$ cat src/rtl/serial_arith_pkg.sv
// ============================================================================
// Module   : serial_arith_pkg
// Brief    : State encodings and sizing helper shared by the serial arithmetic units.
// Revision : 1.0 - initial release
// ============================================================================
`default_nettype none

package serial_arith_pkg;

    localparam int         c_STATE_W  = 2;
    localparam logic [1:0] c_ST_IDLE  = 2'd0;
    localparam logic [1:0] c_ST_SHIFT = 2'd1;
    localparam logic [1:0] c_ST_DONE  = 2'd2;

    // Bit counter only has to reach WIDTH-1, so $clog2(WIDTH) bits suffice.
    function automatic int cnt_width(input int width);
        return (width < 2) ? 1 : $clog2(width);
    endfunction

endpackage

`default_nettype wire

$ cat src/rtl/full_subtractor.sv
// ============================================================================
// Module   : full_subtractor
// Brief    : One-bit combinational full subtractor: diff/bout of a - b - bin.
// Revision : 1.0 - initial release
// ============================================================================
`default_nettype none

module full_subtractor (
    input  logic a,
    input  logic b,
    input  logic bin,
    output logic diff,
    output logic bout
);

    logic w_axb;

    assign w_axb = a ^ b;
    assign diff  = w_axb ^ bin;
    assign bout  = (~a & b) | (~w_axb & bin);

endmodule

`default_nettype wire

$ cat src/rtl/serial_subtractor.sv
// ============================================================================
// Module   : serial_subtractor
// Brief    : Bit-serial, LSB-first WIDTH-bit subtractor (a - b - bin) with a
//            start/done handshake, built around a single full-subtractor cell.
// Revision : 1.0 - initial release
// ============================================================================
`default_nettype none

module serial_subtractor
    import serial_arith_pkg::*;
#(
    parameter int WIDTH = 8
) (
    input  logic             clk,
    input  logic             rst,
    input  logic             start,
    input  logic [WIDTH-1:0] a,
    input  logic [WIDTH-1:0] b,
    input  logic             bin,
    output logic             busy,
    output logic             done,
    output logic [WIDTH-1:0] diff,
    output logic             bout
);

    localparam int               c_CW   = cnt_width(WIDTH);
    localparam logic [c_CW-1:0]  c_LAST = c_CW'(WIDTH - 1);

    logic [c_STATE_W-1:0] r_state;
    logic [WIDTH-1:0]     r_a;
    logic [WIDTH-1:0]     r_b;
    logic [WIDTH-1:0]     r_d;
    logic                 r_brw;
    logic [c_CW-1:0]      r_cnt;
    logic                 r_busy;
    logic                 r_done;
    logic [WIDTH-1:0]     r_diff;
    logic                 r_bout;

    logic                 w_d;
    logic                 w_bn;

    full_subtractor u_cell (
        .a    (r_a[0]),
        .b    (r_b[0]),
        .bin  (r_brw),
        .diff (w_d),
        .bout (w_bn)
    );

    always_ff @(posedge clk) begin
        if (rst) begin
            r_state <= c_ST_IDLE;
            r_a     <= '0;
            r_b     <= '0;
            r_d     <= '0;
            r_brw   <= 1'b0;
            r_cnt   <= '0;
            r_busy  <= 1'b0;
            r_done  <= 1'b0;
            r_diff  <= '0;
            r_bout  <= 1'b0;
        end else begin
            r_done <= 1'b0;
            case (r_state)
                c_ST_IDLE: begin
                    if (start) begin
                        r_a     <= a;
                        r_b     <= b;
                        r_brw   <= bin;
                        r_cnt   <= '0;
                        r_busy  <= 1'b1;
                        r_state <= c_ST_SHIFT;
                    end
                end
                c_ST_SHIFT: begin
                    r_d   <= {w_d, r_d[WIDTH-1:1]};
                    r_a   <= {1'b0, r_a[WIDTH-1:1]};
                    r_b   <= {1'b0, r_b[WIDTH-1:1]};
                    r_brw <= w_bn;
                    // Counter holds at its last value so it never wraps mid-operation.
                    if (r_cnt == c_LAST) begin
                        r_diff  <= {w_d, r_d[WIDTH-1:1]};
                        r_bout  <= w_bn;
                        r_done  <= 1'b1;
                        r_state <= c_ST_DONE;
                    end else begin
                        r_cnt <= r_cnt + c_CW'(1);
                    end
                end
                c_ST_DONE: begin
                    r_busy  <= 1'b0;
                    r_state <= c_ST_IDLE;
                end
                default: begin
                    r_busy  <= 1'b0;
                    r_state <= c_ST_IDLE;
                end
            endcase
        end
    end

    assign busy = r_busy;
    assign done = r_done;
    assign diff = r_diff;
    assign bout = r_bout;

endmodule

`default_nettype wire

$ cat config.mk
export PLATFORM = sky130hd
export DESIGN_NAME = serial_subtractor
export DESIGN_NICKNAME = d
export VERILOG_FILES = /design/src/rtl/serial_arith_pkg.sv /design/src/rtl/full_subtractor.sv /design/src/rtl/serial_subtractor.sv
export SDC_FILE = /design/constraint.sdc
export NUM_CORES = 1
export LEC_CHECK = 0
export ABC_AREA = 1
export BUFFER_PORTS_ARGS = -buffer_cell sky130_fd_sc_hd__buf_2
export CAP_MARGIN = 10
export CORE_UTILIZATION = 34
export CTS_CLUSTER_DIAMETER = 30
export DETAILED_ROUTE_END_ITERATION = 7
export GPL_TIMING_DRIVEN = 0
export HOLD_SLACK_MARGIN = 0.08
export SLEW_MARGIN = 5
export SYNTH_ARGS = -nofsm -noshare
export SYNTH_HDL_FRONTEND = slang
export SYNTH_HIERARCHICAL = 1
export SYNTH_SLANG_ARGS = --single-unit
$ cat constraint.sdc
create_clock -name clk -period 1.8 [get_ports clk]
set_input_delay 0.09 -clock clk [delete_from_list [all_inputs] [get_ports clk]]
set_output_delay 0.09 -clock clk [all_outputs]
set_load 0.02 [all_outputs]
==> impl_summary.md, run 1 <==
Worst setup path
Following the worst setup path forward leads to its endpoint at r_b[7]$_SDFFE_PP0P_. The cell count of the worst reg-to-reg path is 6. The flop-to-flop setup slack is 0.12 ns. The required time at the worst-slack endpoint is around 2.0 ns. Of all nets on the critical path, the largest fanout is 10. The type of the setup path with the least slack is register to register. The critical register-to-register path startpoint is r_state[1]$_SDFFE_PP0P_. The capturing point of the worst reg2reg path is r_b[7]$_SDFFE_PP0P_. The startpoint of the worst setup timing path is r_state[1]$_SDFFE_PP0P_. STA classifies the critical path startpoint as a register.

The element type at the critical path end is a register. STA puts the critical path data arrival time at ~1.9 ns.

Clocking
The later pin in the worst-skew pair is clocked with a latency of around 0.29 ns. The number of buffers on the longest clock path is 2. After clock tree synthesis, the clock-pin slew on the worst setup and hold paths is around 0.080 ns. The total setup buffers inserted after CTS is 0. The clock net in this run drives a total of 40 sinks. The CTS root buffer is sky130_fd_sc_hd__clkbuf_8. Counting the buffers created by CTS gives 5. The CTS H-tree depth is 2.

TritonCTS built the clock tree.

Global routing
The pin count of the biggest net entering global routing is 15. The first global-routing pass estimated between 6 and 7 mm of wire. The total overflow left after global routing is 0. The via count of the first global-routing pass was ~1.4k. The initial antenna violation count is 0. The total global-route track usage is 0.1571.

Layout
The growth of design area from synthesis to finish is 22.05%. The area used by multi-input combinational logic is around 820 um^2. In the final layout, the share of cells above drive strength 1 is 0.1759. At the end of the flow the core is filled with cells to 0.4428. The repair_antennas step left the layout with diodes totalling 0.

At the end of the flow, the number of nets in the layout was 329. For this run, the number of standard cells in the final layout without fillers is 374. The post-layout instance area is around 2200 um^2. The layout filler cell count is 540. The area taken by flip-flops and latches is approximately 800 um^2.

Timing
Setup repair after global routing left no endpoint under its margin. Between clock sinks in the finished design, the worst skew comes to around 0.0092 ns. Setup total negative slack on the finished layout was measured at 0 ns. The final count of negative-setup-slack endpoints is 0. The portion of the clock cycle consumed by the worst path in the final layout is 0.9324. The total count of max-transition violations in the final report came to 0. In this run the tightest slew margin relative to its limit is 0.6407. The number of hold violations in the final report came to 0. After layout, the minimum clock period comes to around 1.7 ns.

The maximum achievable frequency is 595.8 MHz. The actual transition at the worst max-transition pin is 0.5390 ns.

Logic synthesis
The number of nets produced by synthesis is 288. For this run, the register share of the synthesized area comes to 0.4523. The number of synthesized register bits is 40. The number of warnings issued by yosys is 6. The cell count after synthesis came out at around 270. In the synthesized netlist, the cells that appear most often are sky130_fd_sc_hd__nand2_1, sky130_fd_sc_hd__nor2_1, sky130_fd_sc_hd__dfxtp_1. The distinct cell type count of the synthesized netlist is 20. Of all cell types, the one taking the most synthesized area is sky130_fd_sc_hd__dfxtp_1. The number of flops mapped to enable cells by yosys is 0. For this run, asynchronously set or reset flops after synthesis account for 0.

The mean area per synthesized cell is between 6 and 7 um^2. Among all cell types in the netlist, the one instantiated most often is sky130_fd_sc_hd__nand2_1. The mapped netlist covers 1770 um^2. The most used flip-flop cell after synthesis is sky130_fd_sc_hd__dfxtp_1.

The proportion of netlist area held by the largest area contributor is 0.4523. Yosys attributes the largest share of cell area to sky130_fd_sc_hd__dfxtp_1, sky130_fd_sc_hd__nand2_1, sky130_fd_sc_hd__nor2_1.

Die
The floorplan core area is 4880 um^2. The initial core utilization is 0.3628. The die boundary height is 74.16 um. From left edge to right edge, the die measures around 74 um. The number of standard-cell rows in the floorplan is 25. The I/O pin count is 31.

The floorplan step defined a die boundary enclosing about 5500 um^2.

Place
The HPWL after detailed placement is roughly 2.7 mm. The count of placed standard cells including taps is 362. After detailed placement, the total cell area comes to approximately 2000 um^2. The count of buffers inserted at the top-level ports is 30. At the end of routability-driven placement, the weighted congestion stood at approximately 0.75.

Routing
Dividing the detail-routed via count by the number of cells gives between 4 and 5. After detailed routing, the average wire length per cell comes to 10.27 um. The remaining antenna violation count is 0. The final route contains approximately 1.6k vias. The post-detailed-routing wire length is ~3.8 mm. For this run, the detailed router's first-pass iteration total came to 4.

The DRC violation count after routing is 0. The initial detailed-routing violation count is 90.

Worst hold path
The tightest min-delay check is of the primary input to register type.

Status
The flow ran to the end, and the final reports show no timing, DRC or antenna violations.

Power and ir drop
The reported leakage power is about 1.1 nW. The share of total power dissipated in sequential elements is 0.492. The share of total power dissipated in the clock network is 0.384. Summed over all nets, the switching power comes to 0.5078 mW. The peak ir drop on the vdd network is roughly 460 uV. The fraction of power consumed by combinational cells is 0.125.

Dividing total power by cell area gives a power density of 906.7 nW/um^2. Of the total power, the share spent switching nets is 0.2592. The total internal power is 1.451 mW.

Job
The number of violations of the max-capacitance limit is 0.
worst min-delay path by stage:
stage,slack [ns],endpoint,depth (start not counted),startpoint
detailed placement,0.37,r_b[7]$_SDFFE_PP0P_,3,b[7]
global placement,0.37,r_b[7]$_SDFFE_PP0P_,2,rst
global route,0.10,r_b[3]$_SDFFE_PP0P_,5,b[3]
CTS,0.09,r_b[2]$_SDFFE_PP0P_,5,b[2]
finish,0.09,r_b[3]$_SDFFE_PP0P_,5,b[3]
floorplan,0.16,busy$_SDFFE_PP0P_,1,rst
logic make-up after synthesis:
group / after synthesis / synth area share
and+or+nand+nor: 170 / 0.3873
DFF: 40 / 0.4523
buffers and inverters: 35 / 0.08480
AOI/OAI and AO/OA: 17 / 0.05017
adders and majority gates: 3 / 0.02544
worst max-delay path: stages, from the launching register on:
cell and delay [ns]:
sky130_fd_sc_hd__dfxtp_2 0.40, sky130_fd_sc_hd__inv_2 0.12, sky130_fd_sc_hd__o21ai_2 0.13, sky130_fd_sc_hd__buf_4 0.22, sky130_fd_sc_hd__nand2_1 0.07, sky130_fd_sc_hd__a21oi_1 0.13
sky130_fd_sc_hd__dlygate4sd3_1 0.56
stage by stage:
stage	hold WS [ns]	total power, mW	setup slack (ns)
after floorplan	0.1591	1.152	0.6650
after global placement	0.3668	1.221	0.5244
after detailed placement	0.3675	1.222	0.5138
after CTS	0.09111	1.985	0.03977
after global routing	0.1035	2.082	0.01401
final	0.09287	1.959	0.1217
timing repair:
item | 4_1_cts | 5_1_grt
endpoints found under the hold margin | 4 | 0
hold buffers | 4 | 0
resized for setup | 0 | 1
setup endpoints to repair | 0 | 2
per-layer routing:
metal / vias up / global-route usage / routed length [um]
met3: 4 / 0.03659 / 117
met4: 0 / 0.05769 / 48
met1: 722 / 0.2135 / 2001
met2: 28 / 0.2424 / 1674
li1: 894 / - / -
met5: - / 0 / 0
power by group through the flow:
stage	sequential, mW	combinational, mW	clock, mW
after detailed placement	0.984	0.238	0
after global placement	0.984	0.238	0
after global routing	0.971	0.286	0.825
final	0.963	0.244	0.752
after CTS	0.964	0.245	0.776
after floorplan	0.980	0.172	0
cell type report:
| class | count | area share |
|---|---|---|
| Multi-Input combinational cell | 190 | 0.3793 |
| Timing Repair Buffer | 34 | 0.08801 |
| Tap cell | 67 | 0.03880 |
| Buffer | 12 | 0.02953 |
| Sequential cell | 40 | 0.3712 |
| Clock buffer | 5 | 0.03185 |
| Clock inverter | 3 | 0.02142 |
| Inverter | 23 | 0.03995 |
registers in the layout, summed over array words and instances (netlist names), 2 cells and up:
register,cells
diff,8
r_a,8
r_b,8
r_d,7
r_cnt,3
r_state,2
placed cells by master (no fill, tap or decap), types with 2 or more instances in the layout:
cell type,instances
sky130_fd_sc_hd__a21oi_1,4
sky130_fd_sc_hd__dlygate4sd3_1,4
sky130_fd_sc_hd__inv_1,20
sky130_fd_sc_hd__inv_2,2
sky130_fd_sc_hd__o21ai_0,11
sky130_fd_sc_hd__nand4_1,2
sky130_fd_sc_hd__buf_2,36
sky130_fd_sc_hd__buf_4,3
sky130_fd_sc_hd__clkbuf_8,5
sky130_fd_sc_hd__dfxtp_1,39
sky130_fd_sc_hd__clkbuf_1,3
sky130_fd_sc_hd__ha_1,2
sky130_fd_sc_hd__nor2_1,56
sky130_fd_sc_hd__nand3_1,24
sky130_fd_sc_hd__nand2_1,85
Power figures use the tool's default switching activity.
==> inputs of run 2 (changes only) <==
--- a/config.mk
+++ b/config.mk
@@ -13,6 +13,7 @@
 export DETAILED_ROUTE_END_ITERATION = 7
 export GPL_TIMING_DRIVEN = 0
 export HOLD_SLACK_MARGIN = 0.08
+export MAX_ROUTING_LAYER = met4
 export SLEW_MARGIN = 5
 export SYNTH_ARGS = -nofsm -noshare
 export SYNTH_HDL_FRONTEND = slang
==> constraint.sdc (replaced) <==
create_clock -name clk -period 1.8 [get_ports clk]
set_input_delay 0.27 -clock clk [delete_from_list [all_inputs] [get_ports clk]]
set_output_delay 0.27 -clock clk [all_outputs]
set_load 0.02 [all_outputs]
==> impl_summary.md, run 2 (synthesis gave the netlist of run 1 again) <==
Status
The run finished with clean final reports.

Worst setup path
At the worst endpoint, the required time is just under 2 ns. STA puts the critical path data arrival time at approximately 1.5 ns. The total buffers and inverters traversed by the critical path is 2.

The type of the setup path with the least slack is register to register. On the critical path the largest part of the delay comes from flip-flops. Counting stages on the worst path, the most repeated cell is sky130_fd_sc_hd__nand2_1.

The element type at the critical path end is a register. Of all nets on the critical path, the largest fanout is 10. The standard cell with the maximum stage delay on the critical path is sky130_fd_sc_hd__dfxtp_1. The worst setup path is launched from a register. Traced cell by cell, the critical path runs through inv_2, o21ai_2, buf_2, nand2_1, nand2_1, nor2_1. On the worst path, the slowest cell contributes a delay of roughly 0.47 ns.

Timing
The final period demand of the worst path is approximately 1.3 ns. The total count of max-transition violations in the final report came to 0. Setup repair after global routing left no endpoint under its margin.

The number of hold violations in the final report was 0. Based on the critical path, the design can be clocked at up to 743.2 MHz. The actual transition at the worst max-transition pin is about 0.53 ns. The clock arrives with ~0.01 ns of skew.

Summed over all failing endpoints, the final setup total negative slack is 0 ns. The portion of the clock cycle consumed by the worst path in the final layout is 0.7475. Setup violations remaining at the end of the flow were counted as 0.

The post-layout worst setup margin is 0.4545 ns. In this run the tightest slew margin relative to its limit is 0.6437.

Global routing
The initial antenna violation count is 0. The pin count of the biggest net entering global routing is 15. Across every metal layer, demand over resource in global routing totals 0.1600. The first global-routing pass estimated roughly 6.4 mm of wire. The via count of the first global-routing pass is ~1.4k.

The total global routing overflow is 0.

Place
Input and output buffers added on the ports amount to 30. The post-placement worst setup slack is between 0.4 and 0.5 ns. At the end of routability-driven placement, the weighted congestion stood at between 0.7 and 0.8. The HPWL after detailed placement is ~2.7 mm.

Power and ir drop
The analysis attributes to net switching a power of ~0.51 mW. Of the total power, the clock network draws 0.385. The switching power as a share of total power is 0.2598. The total internal power is 1.446 mW. IR analysis of the VDD net gives a maximum drop of 464.8 uV. The reported leakage power is 1.084 nW.

The sequential cell fraction of total power is 0.493. The total power density per cell area is just over 900 nW/um^2. The share of total power dissipated in combinational logic is 0.121.

Clocking
Clock latency on the worst-skew pair, taken at its later pin, is about 0.3 ns. The tree is rooted in a sky130_fd_sc_hd__clkbuf_8. The number of gates resized after cts is 0.

The number of clock sinks is 40. No sink is reached through more buffers than the 2 on the longest clock path. Counting the buffers created by CTS gives 5. The total setup buffers inserted after CTS is 0.

For this design, the CTS-stage hold fixing added 0 buffers. After clock tree synthesis, the clock-pin slew on the worst setup and hold paths is about 0.080 ns. CTS built an H-tree with a depth of 2. The CTS tree is done.

Layout
Of the cells placed in the final design, the portion with a size suffix greater than 1 is 0.1749. The library cells used most frequently in the layout, excluding fill and tap cells, are sky130_fd_sc_hd__nand2_1, sky130_fd_sc_hd__nor2_1, sky130_fd_sc_hd__dfxtp_1, sky130_fd_sc_hd__buf_2, sky130_fd_sc_hd__nand3_1. The number of diodes added for antenna fixing is 0. The layout has approximately 540 filler cells.

The library cell used most frequently in the layout, excluding fill and tap cells, is sky130_fd_sc_hd__nand2_1. The net count reported at finish is 325. The growth of design area from synthesis to finish is 19.72%.

Routing
The detailed-route vias per instance is roughly 4.4. The first routing iteration left a little under 90 violations. Summed over all layers, the routed wires come to between 3 and 4 mm. The number of optimization iterations in the first detailed-route pass is 4. Dividing the detail-routed wire length by the instance count gives approximately 10 um.

The routed layout has around 1.6k vias. In this run the remaining antenna-violating nets after routing total 0. The DRC violation count after routing is 0.

Die
For this configuration, the core starts out at a cell density of 0.3628. The floorplan core area is just under 5000 um^2. The number of standard-cell rows in the floorplan is 25. The floorplan step set the die width to around 74 um. The I/O pin count is 31. The die boundary height is 74.16 um.

The die outline area is around 5500 um^2.

Worst hold path
In this run the worst hold path is classified as primary input to register.

Job
The number of violations of the max-capacitance limit is 0.
-- run 2: changes by cell type in the layout (fill, tap and decap cells not counted) --
cell | previous run | this run
sky130_fd_sc_hd__dlygate4sd3_1 | 4 | 0
sky130_fd_sc_hd__dfxtp_1 | 39 | 40
sky130_fd_sc_hd__dfxtp_2 | 1 | 0
-- run 2: area by class of cell --
class | count | area, um^2 | share of cell area
buffer | 12 | 63.81 | 0.03011
sequential | 40 | 800.8 | 0.3778
multi-input combinational | 190 | 819.5 | 0.3867
tap | 67 | 83.83 | 0.03955
clock inverter | 3 | 46.29 | 0.02184
inverter | 23 | 86.33 | 0.04073
timing repair buffer | 30 | 150.1 | 0.07084
clock buffer | 5 | 68.82 | 0.03247
-- run 2: power by group through the flow --
| stage | Sequential, mW | Clock [mW] | Combinational [mW] |
|---|---|---|---|
| after floorplan | 0.980 | 0 | 0.172 |
| after global placement | 0.984 | 0 | 0.238 |
| after detailed placement | 0.984 | 0 | 0.238 |
| after CTS | 0.964 | 0.776 | 0.239 |
| after global routing | 0.971 | 0.828 | 0.279 |
| final | 0.963 | 0.753 | 0.237 |
-- run 2: final timing paths --
check	start	to	slack (ns)	depth (start not counted)
max reg2reg	r_state[1]$_SDFFE_PP0P_	r_b[4]$_SDFFE_PP0P_	0.45	6
min	rst	r_a[7]$_SDFFE_PP0P_	0.24	2
min reg2reg	r_d[2]$_SDFFE_PP0P_	diff[1]$_SDFFE_PP0P_	0.47	2
max	r_state[1]$_SDFFE_PP0P_	r_b[4]$_SDFFE_PP0P_	0.45	6
-- run 2: stage by stage --
stage / instances / cell area [um^2] / util / hold WS (ns) / power, mW
5_1_grt: 370 / 2120 / 0.4344 / 0.2476 / 2.078
3_5_place_dp: 362 / 2004 / 0.4108 / 0.4556 / 1.222
6_report: 370 / 2120 / 0.4344 / 0.2391 / 1.954
4_1_cts: 370 / 2120 / 0.4344 / 0.2332 / 1.979
2_1_floorplan: 265 / 1770 / - / 0.3391 / 1.152
3_3_place_gp: 362 / 2004 / 0.4108 / 0.4533 / 1.221
-- run 2: routing by layer --
layer	wire, um	share of wire	vias to the layer above	global-route usage
li1	-	-	886	-
met1	1989	0.52	707	0.2159
met2	1622	0.43	28	0.2323
met3	129	0.034	4	0.03659
met4	48	0.013	0	0.05769
met5	0	0	-	-
==> inputs of run 3 (changes only) <==
--- a/config.mk
+++ b/config.mk
@@ -5,7 +5,7 @@
 export SDC_FILE = /design/constraint.sdc
 export NUM_CORES = 1
 export LEC_CHECK = 0
-export ABC_AREA = 1
+export ABC_AREA = 0
 export BUFFER_PORTS_ARGS = -buffer_cell sky130_fd_sc_hd__buf_2
 export CAP_MARGIN = 10
 export CORE_UTILIZATION = 34
==> constraint.sdc (replaced) <==
create_clock -name clk -period 1.2 [get_ports clk]
set_input_delay 0.18 -clock clk [delete_from_list [all_inputs] [get_ports clk]]
set_output_delay 0.18 -clock clk [all_outputs]
set_load 0.02 [all_outputs]
==> impl_summary.md, run 3 <==
Layout
Registers take approximately 810 um^2. In the final layout, the multi-input gates occupy about 860 um^2. The net count reported at finish is 249. The post-layout instance count excluding filler cells is around 290. The fraction of layout instances using a drive strength above 1 is 0.4053.

The layout filler cell count is a little under 500. In the layout the commonest cells are sky130_fd_sc_hd__dfxtp_1, sky130_fd_sc_hd__buf_2, sky130_fd_sc_hd__nor2_1, sky130_fd_sc_hd__mux2i_1, sky130_fd_sc_hd__nand3_1. The growth of design area from synthesis to finish is 35.18%. Once layout is complete, the utilization of the core stands at 0.4813. The post-layout instance area is roughly 2300 um^2. The most common cell after layout, fill and taps aside is sky130_fd_sc_hd__dfxtp_1. 0 antenna diodes ended up in the layout.

Routing
The detailed-route vias per instance is between 4 and 5. The post-detailed-routing wire length is around 3.7 mm. In this run, the number of DRC markers left after iteration 0 of detailed routing was 78. For this run, design rule violations remaining after detail routing come to 0. In this run the remaining antenna-violating nets after routing total 0. The number of optimization iterations in the first detailed-route pass is 4.

Dividing the detail-routed wire length by the instance count gives between 10 and 15 um. The final route contains 1364 vias.

Place
The count of buffers inserted at the top-level ports is 29. The HPWL after detailed placement is ~2.3 mm. The placed instances occupy a cell area of 1937 um^2. The post-placement worst setup slack is -0.1051 ns. The routability congestion estimate from global placement is 0.7783. The number of placed instances, taps included, is roughly 270.

Power and ir drop
The total power density per cell area is between 1000 and 1500 nW/um^2. The share of total power dissipated in the clock network is 0.330. Of the total power, the share spent switching nets is 0.2556. The total internal power is 2.093 mW. The analysis attributes to cell leakage a power of approximately 0.93 nW. The fraction of power consumed by combinational cells is 0.161. For this design the total switching power over the nets is ~0.7 mW.

The share of total power dissipated in sequential elements is 0.510. The total design power is approximately 2.8 mW. The peak ir drop on the vdd network is approximately 720 uV.

Worst setup path
For the worst flop-to-flop path, the logic depth is 6. The worst register-to-register path has a setup slack of -0.05 ns. The worst register-to-register path begins at r_state[0]$_SDFFE_PP0P_.

The startpoint kind of the worst setup timing path is a register. The critical-path maximum fanout is 8. The worst setup path is captured at a register. STA puts the critical path data required time at 1.36 ns. The critical path in this run is classified as register to register. Data arrives at the worst endpoint at between 1 and 1.5 ns.

The capturing point of the worst reg2reg path is r_d[2]$_SDFFE_PP0P_.

Logic synthesis
The portion of synthesized area spent on multiplexers is 0.1301. The proportion of netlist area held by the largest area contributor is 0.4730. The fraction of the mapped netlist area in compound gates came to 0.1360.

Synthesis instantiated 25 different standard cells from the library. After synthesis, the largest family of logic cells by area is simple AND/OR/NAND/NOR gates. The count of mapped cells out of synthesis is about 180.

Synthesis produced a netlist with a net count of 200. Among all flip-flop cells after synthesis, the most frequent one is sky130_fd_sc_hd__dfxtp_1. After synthesis, the cell types taking the most area are sky130_fd_sc_hd__dfxtp_1, sky130_fd_sc_hd__mux2i_1, sky130_fd_sc_hd__a211oi_1.

Counting flops with a built-in enable in the synthesized netlist gives 0. The dominant cell by count in the synthesized netlist is sky130_fd_sc_hd__dfxtp_1. Ranked by instance count, the synthesized netlist is headed by sky130_fd_sc_hd__dfxtp_1, sky130_fd_sc_hd__nor2_1, sky130_fd_sc_hd__mux2i_1.

The mean area per synthesized cell is about 9.6 um^2. Of the total synthesized cell area, the portion taken by XOR and XNOR cells is 0. Of the total synthesized cell area, the portion taken by full adders, half adders and majority gates is 0.02661. The fraction of registers with async set/reset is 0. After synthesis the cells add up to between 1500 and 2000 um^2.

For this run, the register share of the synthesized area comes to 0.4730. The number of warnings issued by yosys is 6. The simple-gate area share of the yosys netlist is 0.1567.

The post-synthesis cell type with the largest combined area is sky130_fd_sc_hd__dfxtp_1. Synthesis inferred 40 register bits.

Clocking
The clock buffer count from CTS is 5. Counting along the longest clock path gives a buffer depth of 2. Clock-pin slew was measured on the worst setup and hold paths at ~0.080 ns. The CTS root buffer is sky130_fd_sc_hd__clkbuf_8.

TritonCTS built the clock tree. The number of clock sinks is 40. The CTS H-tree depth is 2. The count of hold buffers inserted by post-cts repair is 0.

The clock latency reported for the late side of the worst-skew pair is between 0.2 and 0.3 ns.

Die
31 I/O pins were placed. The die outline area is ~5300 um^2. The number of standard-cell rows in the floorplan is 25.

In this run the vertical extent of the chip is 72.56 um. For this configuration, the core starts out at a cell density of 0.3561. Measured along the x axis, the die boundary spans between 70 and 80 um. The floorplan core area is 4755 um^2.

Global routing
The initial antenna violation count is 0. The first global-routing pass estimated slightly below 6 mm of wire. The via count of the first global-routing pass is approximately 1.2k. The total global routing overflow is 0.

The total global-route track usage is 0.1482. The pin count of the biggest net entering global routing is 13.

Worst hold path
Along the worst hold path, the cell count comes to 3. The path with the worst hold slack has its endpoint at r_a[7]$_SDFFE_PP0P_. The origin of the worst min-delay path is a[7]. The path class of the tightest hold or removal check is primary input to register.

Timing
Setup violations remaining at the end of the flow were counted as 11. The worst pin sits at a relative slew slack of 0.6095. The maximum achievable frequency is around 800 MHz.

The number of hold violations in the final report is 0. The total count of max-transition violations in the final report is 0. At the pin with the least slew margin, the transition time is about 0.59 ns.

Setup repair after global routing could not meet its margin everywhere. The portion of the clock cycle consumed by the worst path in the final layout is 1.038. The final period demand of the worst path is between 1 and 1.5 ns. The post-layout worst setup margin is -0.04593 ns. For the final routed database, the setup TNS stands at -0.3107 ns. Across the routed clock network, the largest skew measured is roughly 0.005 ns. Hold timing on the final database bottoms out at a slack of 0.1349 ns.

Status
The final reports fail on negative setup slack. The run finished, with violations left.

Job
The tool flagged a number of max-cap violations equal to 0.
[run 3: cell types whose count changed in the layout (fill, tap and decap cells not counted), sizes merged, moves of 12 or more]
cell and change:
nand2 -74, mux2i +22, nor2 -31, inv -19
a211oi +15, buf +12, o21ai -13
[run 3: worst max-delay path by stage]
stage / start / end / slack (ns) / depth (start not counted)
after floorplan: r_cnt[0]$_SDFFE_PP0P_ / bout$_SDFFE_PP0P_ / 0.005 / 6
after global placement: r_cnt[0]$_SDFFE_PP0P_ / r_cnt[1]$_SDFFE_PP0P_ / -0.12 / 5
after detailed placement: r_cnt[0]$_SDFFE_PP0P_ / r_cnt[1]$_SDFFE_PP0P_ / -0.11 / 5
after CTS: r_cnt[0]$_SDFFE_PP0P_ / diff[6]$_SDFFE_PP0P_ / -0.04 / 6
after global routing: r_cnt[0]$_SDFFE_PP0P_ / diff[6]$_SDFFE_PP0P_ / -0.11 / 6
final: r_state[0]$_SDFFE_PP0P_ / r_d[2]$_SDFFE_PP0P_ / -0.05 / 6
[run 3: area by class of cell]
type                       count  share of cell area
buffer                        15             0.05905
clock buffer                   6             0.03609
clock inverter                 2            0.004374
inverter                       4            0.006561
multi-input combinational    118              0.3773
sequential                    40              0.3537
tap                           67             0.03663
timing repair buffer          42              0.1263
[run 3: critical path, cell delays in order (launching register included)]
cell and delay [ns]:
sky130_fd_sc_hd__dfxtp_2 0.33, sky130_fd_sc_hd__buf_6 0.12, sky130_fd_sc_hd__nor2b_4 0.14, sky130_fd_sc_hd__buf_6 0.15
sky130_fd_sc_hd__buf_4 0.12, sky130_fd_sc_hd__mux2i_1 0.19, sky130_fd_sc_hd__nor2_1 0.06
[run 3: cells by family after synthesis]
| family | Yosys count |
|---|---|
| AO/OA/AOI/OAI | 34 |
| adder cells (fa/ha/maj) | 3 |
| buffers and inverters | 19 |
| flip-flops | 40 |
| multiplexers | 22 |
| AND/OR/NAND/NOR | 59 |
[run 3: routing by layer]
metal | up-vias | wire length (um) | global-route usage
li1 | 712 | - | -
met1 | 623 | 1839 | 0.1960
met2 | 27 | 1712 | 0.2212
met3 | 2 | 138 | 0.03889
met4 | 0 | 8 | 0.04575
met5 | - | 0 | -
[run 3: power by group through the flow]
stage	Combinational [mW]	Clock (mW)	Sequential, mW
floorplan	0.262	0	1.46
global placement	0.347	0	1.46
detailed placement	0.353	0	1.46
CTS	0.377	0.958	1.43
global route	0.496	1.02	1.44
finish	0.452	0.926	1.43
[run 3: repair_timing]
action / CTS / global route
resized for setup: 17 / 23
endpoints found under the setup margin: 17 / 28
gates cloned: 1 / 2
pin swaps: 14 / 10
setup buffers: 6 / 4
